[src/rtl/hazard_ctrl.sv]
// hazard_ctrl: stall and forward-select control for the 5-stage MIPS pipeline.
// Define HAZ_STALL_CNT_EN to add the stall_cnt counter port.
module hazard_ctrl #(
    parameter int REG_W = 5
`ifdef HAZ_STALL_CNT_EN
    , parameter int CNT_W = 32
`endif
) (
    input  logic             clk,
    input  logic             reset,
    input  logic [REG_W-1:0] rs_D,
    input  logic [REG_W-1:0] rt_D,
    input  logic [1:0]       tuse_rs_D,
    input  logic [1:0]       tuse_rt_D,
    input  logic [REG_W-1:0] a3_D,
    input  logic [1:0]       tnew_D,
    input  logic [1:0]       res_D,
    output logic             stall,
    output logic [2:0]       F_RS_sel,
    output logic [2:0]       F_RT_sel,
    output logic [2:0]       F_ALUA_Esel,
    output logic [2:0]       F_ALUB_Esel,
    output logic [2:0]       F_WD_Msel
`ifdef HAZ_STALL_CNT_EN
    , output logic [CNT_W-1:0] stall_cnt
`endif
);
    localparam logic [1:0] RES_NONE = 2'd0;
    localparam logic [1:0] RES_PC8  = 2'd3;

    logic [REG_W-1:0] rs_E, rt_E, a3_E, rt_M, a3_M, a3_W;
    logic [1:0]       tnew_E, res_E, tnew_M, res_M, res_W;
    logic             rs_he, rs_hm, rs_hw, rt_he, rt_hm, rt_hw;
    logic             rse_hm, rse_hw, rte_hm, rte_hw, rtm_hw;

    function automatic logic hit(input logic [REG_W-1:0] r, a, input logic [1:0] res);
        return r != '0 && r == a && res != RES_NONE;
    endfunction

    function automatic logic [2:0] fwd(input logic [1:0] res, input logic [2:0] pc8, alu);
        return res == RES_PC8 ? pc8 : alu;
    endfunction

    assign rs_he  = hit(rs_D, a3_E, res_E);
    assign rs_hm  = hit(rs_D, a3_M, res_M);
    assign rs_hw  = hit(rs_D, a3_W, res_W);
    assign rt_he  = hit(rt_D, a3_E, res_E);
    assign rt_hm  = hit(rt_D, a3_M, res_M);
    assign rt_hw  = hit(rt_D, a3_W, res_W);
    assign rse_hm = hit(rs_E, a3_M, res_M);
    assign rse_hw = hit(rs_E, a3_W, res_W);
    assign rte_hm = hit(rt_E, a3_M, res_M);
    assign rte_hw = hit(rt_E, a3_W, res_W);
    assign rtm_hw = hit(rt_M, a3_W, res_W);

    // tuse = 3 can never be below a 2-bit tnew, so unused operands never stall
    always_comb begin
        stall = (rs_he && tuse_rs_D < tnew_E) || (rs_hm && tuse_rs_D < tnew_M) ||
                (rt_he && tuse_rt_D < tnew_E) || (rt_hm && tuse_rt_D < tnew_M);
        F_RS_sel = rs_he ? fwd(res_E, 3'b011, 3'b000) :
                   rs_hm ? (tnew_M == 2'd0 ? fwd(res_M, 3'b100, 3'b001) : 3'b000) :
                   rs_hw ? fwd(res_W, 3'b101, 3'b010) : 3'b000;
        F_RT_sel = rt_he ? fwd(res_E, 3'b011, 3'b000) :
                   rt_hm ? (tnew_M == 2'd0 ? fwd(res_M, 3'b100, 3'b001) : 3'b000) :
                   rt_hw ? fwd(res_W, 3'b101, 3'b010) : 3'b000;
        F_ALUA_Esel = rse_hm && tnew_M == 2'd0 ? fwd(res_M, 3'b100, 3'b001) :
                      rse_hw ? fwd(res_W, 3'b101, 3'b010) : 3'b000;
        F_ALUB_Esel = rte_hm && tnew_M == 2'd0 ? fwd(res_M, 3'b100, 3'b001) :
                      rte_hw ? fwd(res_W, 3'b101, 3'b010) : 3'b000;
        F_WD_Msel = rtm_hw ? fwd(res_W, 3'b101, 3'b010) : 3'b000;
    end

    always_ff @(posedge clk or posedge reset) begin
        if (reset) begin
            rs_E   <= '0;
            rt_E   <= '0;
            a3_E   <= '0;
            tnew_E <= '0;
            res_E  <= '0;
            rt_M   <= '0;
            a3_M   <= '0;
            tnew_M <= '0;
            res_M  <= '0;
            a3_W   <= '0;
            res_W  <= '0;
        end else begin
            a3_W   <= a3_M;
            res_W  <= res_M;
            rt_M   <= rt_E;
            a3_M   <= a3_E;
            tnew_M <= tnew_E == 2'd0 ? 2'd0 : tnew_E - 2'd1;
            res_M  <= res_E;
            rs_E   <= stall ? '0 : rs_D;
            rt_E   <= stall ? '0 : rt_D;
            a3_E   <= stall ? '0 : a3_D;
            tnew_E <= stall ? '0 : tnew_D;
            res_E  <= stall ? '0 : res_D;
        end
    end

`ifdef HAZ_STALL_CNT_EN
    always_ff @(posedge clk or posedge reset) begin
        if (reset)
            stall_cnt <= '0;
        else if (stall)
            stall_cnt <= stall_cnt + CNT_W'(1);
    end
`endif
endmodule

[config.mk]
export PLATFORM = sky130hd
export DESIGN_NAME = hazard_ctrl
export DESIGN_NICKNAME = d
export VERILOG_FILES = /design/src/rtl/hazard_ctrl.sv
export SDC_FILE = /design/constraint.sdc
export NUM_CORES = 1
export LEC_CHECK = 0
export CORE_ASPECT_RATIO = 1.2
export CORE_MARGIN = 10
export CORE_UTILIZATION = 45
export DETAILED_ROUTE_END_ITERATION = 12
export PLACE_DENSITY_LB_ADDON = 0.1
export REMOVE_ABC_BUFFERS = 1
export SYNTH_ARGS = -nofsm -noshare
export SYNTH_HDL_FRONTEND = slang
export SYNTH_SLANG_ARGS = --single-unit
export TNS_END_PERCENT = 10
[constraint.sdc]
create_clock -name clk -period 2.6 [get_ports clk]
set_input_delay 0.26 -clock clk [delete_from_list [all_inputs] [get_ports clk]]
set_output_delay 0.26 -clock clk [all_outputs]
set_load 0.005 [all_outputs]
After elaboration in Yosys (flattened, before gate mapping):

Cells that the tools add are included.

* flip-flop bits (word level): 40
* memory bits (read-only): 0
* memories kept: 0
* latch bits: 0
* word-level logic and storage cells: 92
* bits in writable memories: 0
* output and inout port bits: 16
* input port bits: 25

* equality and inequality tests: 14
* add/subtract/negate cells: 1
* shift-type cells: 0
* order comparisons: 4
* mux-type cells: 21
* multipliers: 0
* div/mod/pow operators: 0
* bitwise gates (word level): 0
* reductions and logical operators: 41

Operator list (count)
* == test 5 bit: 11
* two-way mux 3 bit: 14
* logical AND 1 bit: 28
* nonzero test 5 bit: 5
* two-way mux 5 bit: 3
* less-than comparator 2 bit: 4
* two-way mux 2 bit: 4
* == test 2 bit, second input constant: 3
* nonzero test 2 bit: 3
* zero test 2 bit: 2
* logical OR 1 bit: 3
* subtractor 2 x 1 -> 2 bit, second input constant: 1

Logic depth before layout (Yosys ltp):

Gate-level depths: netlist of the first run.

* word-level depth: 8
* depth in mapped cells: 7

Worst setup path before layout of the first run:

OpenSTA, ideal clock, no wires.

* path kind: register to output
* start point: reg tnew_E[1]
* end point: out stall
* path buffers: 1
* required time: 2340 ps
* arrival: 1800 ps
* path slack: 540 ps
* stages on the path, launching flop included: 8
* cells stage by stage: dfrtp_1 -> inv_1 -> ha_1 -> a21boi_0 -> or4b_2 -> o311ai_2 -> buf_4 -> or2_1

* word-level cells in the longest chain between the ends: 5
* elaborated cells on any way between the ends: 7

RTL lines
* from (decl): RTL line 32 `logic [1:0] tnew_E, res_E, tnew_M, res_M, res_W;`
* from (signal assigned): RTL line 96 `tnew_E <= stall ? '0 : tnew_D;`
* less-than comparator 2 bit: RTL line 58 `stall = (rs_he && tuse_rs_D < tnew_E) || (rs_hm && tuse_rs_D < tnew_M) ||`
* logical AND 1 bit: RTL line 58
* logical OR 1 bit: RTL line 58
* logical OR 1 bit *: RTL line 58
* logical OR 1 bit *: RTL line 59 `(rt_he && tuse_rt_D < tnew_E) || (rt_hm && tuse_rt_D < tnew_M);`
* to (decl): RTL line 18 `output logic stall,`

Every way passes the cells marked *; elsewhere a longest branch is shown, timed or not.

Worst setup path after layout of the first run:

* start point: reg a3_W[0]
* end point: out F_ALUA_Esel[2]

* word-level cells in the longest chain between the ends: 5

RTL lines
* from (decl): RTL line 31 `logic [REG_W-1:0] rs_E, rt_E, a3_E, rt_M, a3_M, a3_W;`
* from (signal assigned): RTL line 87 `a3_W <= a3_M;`
* == test 5 bit: RTL line 37 `return r != '0 && r == a && res != RES_NONE;`
* logical AND 1 bit (2 in a row): RTL line 37
* two-way mux 3 bit: RTL line 67 `rse_hw ? fwd(res_W, 3'b101, 3'b010) : 3'b000;`
* two-way mux 3 bit: RTL line 66 `F_ALUA_Esel = rse_hm && tnew_M == 2'd0 ? fwd(res_M, 3'b100, 3'b001) :`
* to (decl): RTL line 21 `output logic [2:0] F_ALUA_Esel,`

Every way passes these cells.

==> impl_metrics.ini, run 1 <==
[global_routing]
grt_max_degree = 41
grt_overflow_total = 0
grt_pass1_vias = 2102
grt_use_total_pct = 15.2
grt_pass1_wl_um = 10400
antenna_found_initial = 0

[worst_hold_path]
min_path_type = primary input to asynchronous set/reset pin

[yosys]
ys_ff_latch = 40
synth_xor_area_share_pct = 20.2
synth.area.mux_share_pct = 1.31
netlist_area_um2 = 2300
yosys.area_share.simple_pct = 23.9
ys_seq_area_share_pct = 43.6
synthAdderAreaFrac_pct = 2.18
synth_top_family_by_area = simple AND/OR/NAND/NOR gates
ys_types = 37
syn-instance-count = 227
synth-compound-area-share_pct = 5.67
postSynthAreaPerCell_um2 = 10.1
ys_warn_count = 0

[route]
routedWlPerCell_um = 16.9
wl_um = 6140
drc = 0
viasPerCell = 5.25
num_vias = 1906
detail-route-antenna-nets = 0
dr.pass1.iters = 4
drtIter0Drc = 112

[timing]
fin_crit_sh_pct = 105
fmax_mhz = 368
setup_viol = 1
timing.final.ws_setup_ns = -0.119
hold_violations = 0
slew_headroom_pct = 65.9
whs_ns = 0.387
rsz0062_at_grt = true
tightest_slew_ns = 0.511
clock_skew_ns = 0.00634
drv_slew = 0
layout_min_cycle_time_ns = 2.72

[worst_setup_path]
start_kind = flip-flop
crit_arrival_ns = 2.46
cp-end-kind = output port
crit_path_start = a3_W[0]
critPathRequiredTime_ns = 2.34
r2r-end = rs_E[2]
worstSetupPathType = flip-flop to output port
r2r-start = tnew_E[1]
worstSetupEndpoint = F_ALUA_Esel[2]
regToRegSetupSlack_ns = 0.51
ff2ff_path_depth = 7
worst-path-max-fanout = 4

[power]
p_leak_uw = 0.00141
max-vdd-ir-drop_mv = 0.411
cellPowerDensity_nw_per_um2 = 507
power_uw = 1590

[placed_design]
dpl.cell_count = 354
pre_cts_ws_ns = -0.235
port_buffers = 40
place_hpwl_um = 4770
gp_congestion = 0.903

[floorplan]
io_pins = 41
core-area_um2 = 4940
initial_core_util_pct = 46.5
die_h_um = 98.2
die-area_um2 = 8370
die_w_um = 85.2
rows = 28

[cells_and_area]
multiInputGateArea_um2 = 1240
fill_cells = 439
antenna_cells = 0
area_growth_pct = 36.8
nNetsFinal = 331
drive_above_1_share_pct = 20.8
regArea_um2 = 1010
layout.cells.non_filler = 363

[clock_tree]
numCtsBuffers = 5
cts_sinks = 40
cts.clk_slew.worst_paths_ns = 0.08
root_buffer = clkbuf_8
cts_htree_levels = 2
clock_path_buffers = 2
cts_tree = yes
clk_latency_ns = 0.30

[run_status]
status = finished with violations
violations = negative setup slack

[job]
drv_cap = 0
-- layout by cell type, fill, tap and decap left out, types with 2 or more instances in the layout --
master / synthesis / final
or2_2: 2 / 2
clkdlybuf4s50_1: 0 / 24
dlymetal6s2s_1: 0 / 3
nor4_1: 15 / 12
nor4_2: 0 / 3
o21ai_0: 5 / 5
or3_1: 2 / 2
buf_4: 2 / 38
nand3_1: 8 / 8
inv_1: 6 / 6
nor3b_1: 20 / 20
a21boi_0: 4 / 3
dfrtp_1: 40 / 36
ha_1: 4 / 4
and2_1: 4 / 4
nor2_1: 10 / 10
mux2i_1: 3 / 3
dfrtp_2: 0 / 4
nand4_1: 5 / 5
xnor2_1: 19 / 19
clkbuf_8: 0 / 5
nand2_1: 11 / 11
xor2_1: 34 / 34
a21oi_1: 3 / 3
or3b_2: 2 / 2
nor3_1: 6 / 6
dlygate4sd2_1: 0 / 13
-- report_power, final --
part / total [µW] / internal (µW) / switching, µW
clock: 518 / 289 / 229
sequential: 734 / 673 / 61.8
combinational: 340 / 183 / 157
-- critical path: stages, from the launching register on --
cell             delay (ns)
dfrtp_2                0.46
xor2_1                 0.18
nor4_1                 0.29
nand4_1                0.15
or3b_2                 0.46
o21ai_0                0.09
clkdlybuf4s50_1        0.53
-- flip-flops by register name, indices dropped and copies added, names as in the netlist, 5 cells and up --
signal and flops:
rt_M 5, a3_M 5, rt_E 5, a3_W 5
a3_E 5, rs_E 5
-- cells by family after synthesis --
kind of cell             after synthesis
AND/OR/NAND/NOR                       92
multiplexers                           3
buffers and inverters                 17
XOR/XNOR                              53
AO/OA/AOI/OAI                         18
adder cells (fa/ha/maj)                4
flip-flops                            40
-- how the worst min path moves through the flow --
stage                         from  endpoint  cells past startpoint
after floorplan           res_M[1]  res_W[1]                      0
final                        reset   a3_E[0]                      3
after detailed placement  res_M[1]  res_W[1]                      0
after global routing       rs_D[4]   rs_E[4]                      3
after CTS                    reset   rt_E[0]                      3
after global placement    res_M[1]  res_W[1]                      0
-- metrics by stage --
step | area, µm² | util, % | TNS, ns
global placement | 3010 | 60.9 | -1.12
global route | 3140 | 63.6 | -0.435
CTS | 3120 | 63.1 | -0.485
floorplan | 2250 | - | -4.83
finish | 3140 | 63.6 | -0.119
detailed placement | 3010 | 60.9 | -1.20
-- cell usage after synthesis --
library cell | count | area share [%]
inv_1 | 6 | 0.98
mux2i_1 | 3 | 1.3
nor3b_1 | 20 | 6.5
or4_4 | 1 | 0.49
a211oi_1 | 1 | 0.33
o21ba_2 | 1 | 0.44
nand2b_1 | 1 | 0.27
nor4_1 | 15 | 4.1
a22oi_1 | 1 | 0.33
dfrtp_1 | 40 | 44
ha_1 | 4 | 2.2
nand4_1 | 5 | 1.4
nand3_1 | 8 | 1.7
nor2_2 | 1 | 0.27
xnor2_1 | 19 | 7.2
or3b_2 | 2 | 0.76
a221o_1 | 1 | 0.44
or2_2 | 2 | 0.54
buf_2 | 1 | 0.22
or3_1 | 2 | 0.54
a21oi_1 | 3 | 0.65
or2_1 | 1 | 0.27
nand4b_1 | 1 | 0.38
o221ai_1 | 1 | 0.38
and2_1 | 4 | 1.1
inv_2 | 1 | 0.16
or4b_2 | 1 | 0.44
nor3_1 | 6 | 1.3
or4_1 | 1 | 0.33
nand2_1 | 11 | 1.8
clkbuf_1 | 7 | 1.1
o311ai_2 | 1 | 0.71
xor2_1 | 34 | 13
buf_4 | 2 | 0.65
a21boi_0 | 4 | 1.3
o21ai_0 | 5 | 1.1
nor2_1 | 10 | 1.6
-- metal layers --
metal | vias up | global-route usage, % | wire length [µm]
met2 | 48 | 25.3 | 3080
met4 | 0 | 6.60 | 134
met1 | 912 | 17.9 | 2660
met5 | - | 0 | 0
li1 | 936 | - | -
met3 | 10 | 3.66 | 267
-- what timing repair did --
action / 4_1_cts / 5_1_grt
hold buffers: 0 / 0
endpoints found under the setup margin: 11 / 6
buffers inserted: 0 / 1
pin swaps: 3 / 3
gates resized for setup: 19 / 4
-- cell type report --
cell class                 instances  share of cell area, %
sequential                        40                   32.0
tap                               60                   2.39
timing repair buffer              78                   21.6
clock inverter                     3                   1.47
clock buffer                       5                   2.19
inverter                           7                  0.837
multi-input combinational        170                   39.5
Power figures use the tool's default switching activity.
==> run 2: changes to the inputs <==
Settings changed: ABC_CLOCK_PERIOD_IN_PS from default to 2600, CAP_MARGIN from default to 15, CORE_UTILIZATION 45 to 52.
==> impl_metrics.ini, run 2 (synthesized netlist as in run 1, its figures left out) <==
[clock_tree]
cts_htree_levels = 2
clk_latency_ns = 0.29
clock_path_buffers = 2
root_buffer = clkbuf_8
numCtsBuffers = 5
cts_tree = yes
cts.clk_slew.worst_paths_ns = 0.08
cts_sinks = 40
cts_hold_buf = 0

[route]
viasPerCell = 5.51
drtIter0Drc = 146
dr.pass1.iters = 4
drc = 0
routedWlPerCell_um = 16.6
detail-route-antenna-nets = 0
wl_um = 5970
num_vias = 1977

[worst_setup_path]
cp-end-kind = output port
crit_arrival_ns = 2.43
start_kind = flip-flop
worst-path-max-fanout = 4
critPathRequiredTime_ns = 2.34
crit_path_start = a3_M[0]
worstSetupPathType = flip-flop to output port
r2r-start = a3_E[0]

[power]
cellPowerDensity_nw_per_um2 = 503
power_uw = 1570
max-vdd-ir-drop_mv = 0.496
p_leak_uw = 0.00137

[timing]
setup_viol = 2
timing.final.ws_setup_ns = -0.0863
rsz0062_at_grt = true
hold_violations = 0
fmax_mhz = 372
whs_ns = 0.410
slew_headroom_pct = 66.1
fin_setup_tns_ns = -0.159
tightest_slew_ns = 0.508
clock_skew_ns = 0.00604
layout_min_cycle_time_ns = 2.69
fin_crit_sh_pct = 103
drv_slew = 0

[cells_and_area]
area_growth_pct = 36.0
drive_above_1_share_pct = 21.5
fill_cells = 312
fin_util_pct = 73.3
final_cell_mix = buf_4 (38), xor2_1 (34), dfrtp_1 (34)
antenna_cells = 0
nNetsFinal = 331
layout_commonest_cell = buf_4

[floorplan]
die_w_um = 80.7
die_h_um = 92.8
die-area_um2 = 7480
core-area_um2 = 4260
rows = 26
initial_core_util_pct = 53.9
io_pins = 41

[placed_design]
place_hpwl_um = 4620
gp_congestion = 0.902
port_buffers = 40
pre_cts_ws_ns = -0.337

[job]
drv_cap = 0

[worst_hold_path]
min_path_type = primary input to asynchronous set/reset pin

[global_routing]
grt_pass1_vias = 2041
grt_pass1_wl_um = 9700
grt_max_degree = 41
antenna_found_initial = 0
grt_overflow_total = 0
grt_use_total_pct = 15.9

[run_status]
violations = negative setup slack
status = finished with violations
==> run 2: cell type report <==
cell class	count	area (µm²)	area share (%)
flip-flops and latches	40	1010	32.3
multi-input cells	170	1240	39.7
clock buffers	6	72.6	2.32
repair buffers	78	669	21.4
well taps	56	70.1	2.24
clock inverters	2	35.0	1.12
inverters	7	26.3	0.841
==> run 2: where the power goes <==
part	internal, µW	switching [µW]
Combinational	182	152
Clock	285	213
Sequential	673	66.7
Total	1140	432
==> run 2: path summary, 6_finish.rpt <==
kind	slack (ns)	cells after the start	to
max	-0.09	7	F_RT_sel[2]
max in group asynchronous	1.82	3	a3_M[4]
min reg2reg	0.41	0	res_W[1]
min	0.41	3	rt_E[4]
min in group clk	0.41	0	res_W[1]
max reg2reg	0.49	6	a3_E[3]
==> run 2: per-layer routing <==
layer	share of wire, %	track usage, %
met1	44	19.2
met2	49	27.2
met3	6.1	3.77
met4	1.3	4.34
met5	0	0
==> run 2: timing repair <==
item | in CTS | in global routing
pin swaps | 1 | 4
endpoints found under the setup margin | 11 | 7
resized for setup | 20 | 5
buffers inserted | 1 | 8
==> run 2: per-stage QoR <==
step / cell area, µm² / instances
after floorplan: 2250 / 217
after global placement: 2940 / 342
final: 3120 / 359
after detailed placement: 2940 / 342
after global routing: 3120 / 359
after CTS: 3060 / 351
==> run 2: critical path, cell delays in order, from the launching register on <==
cell	delay (ns)
dfrtp_2	0.45
xor2_1	0.17
nor4_1	0.27
buf_4	0.16
nand2_1	0.06
or3_1	0.36
a21oi_1	0.16
clkdlybuf4s50_1	0.52
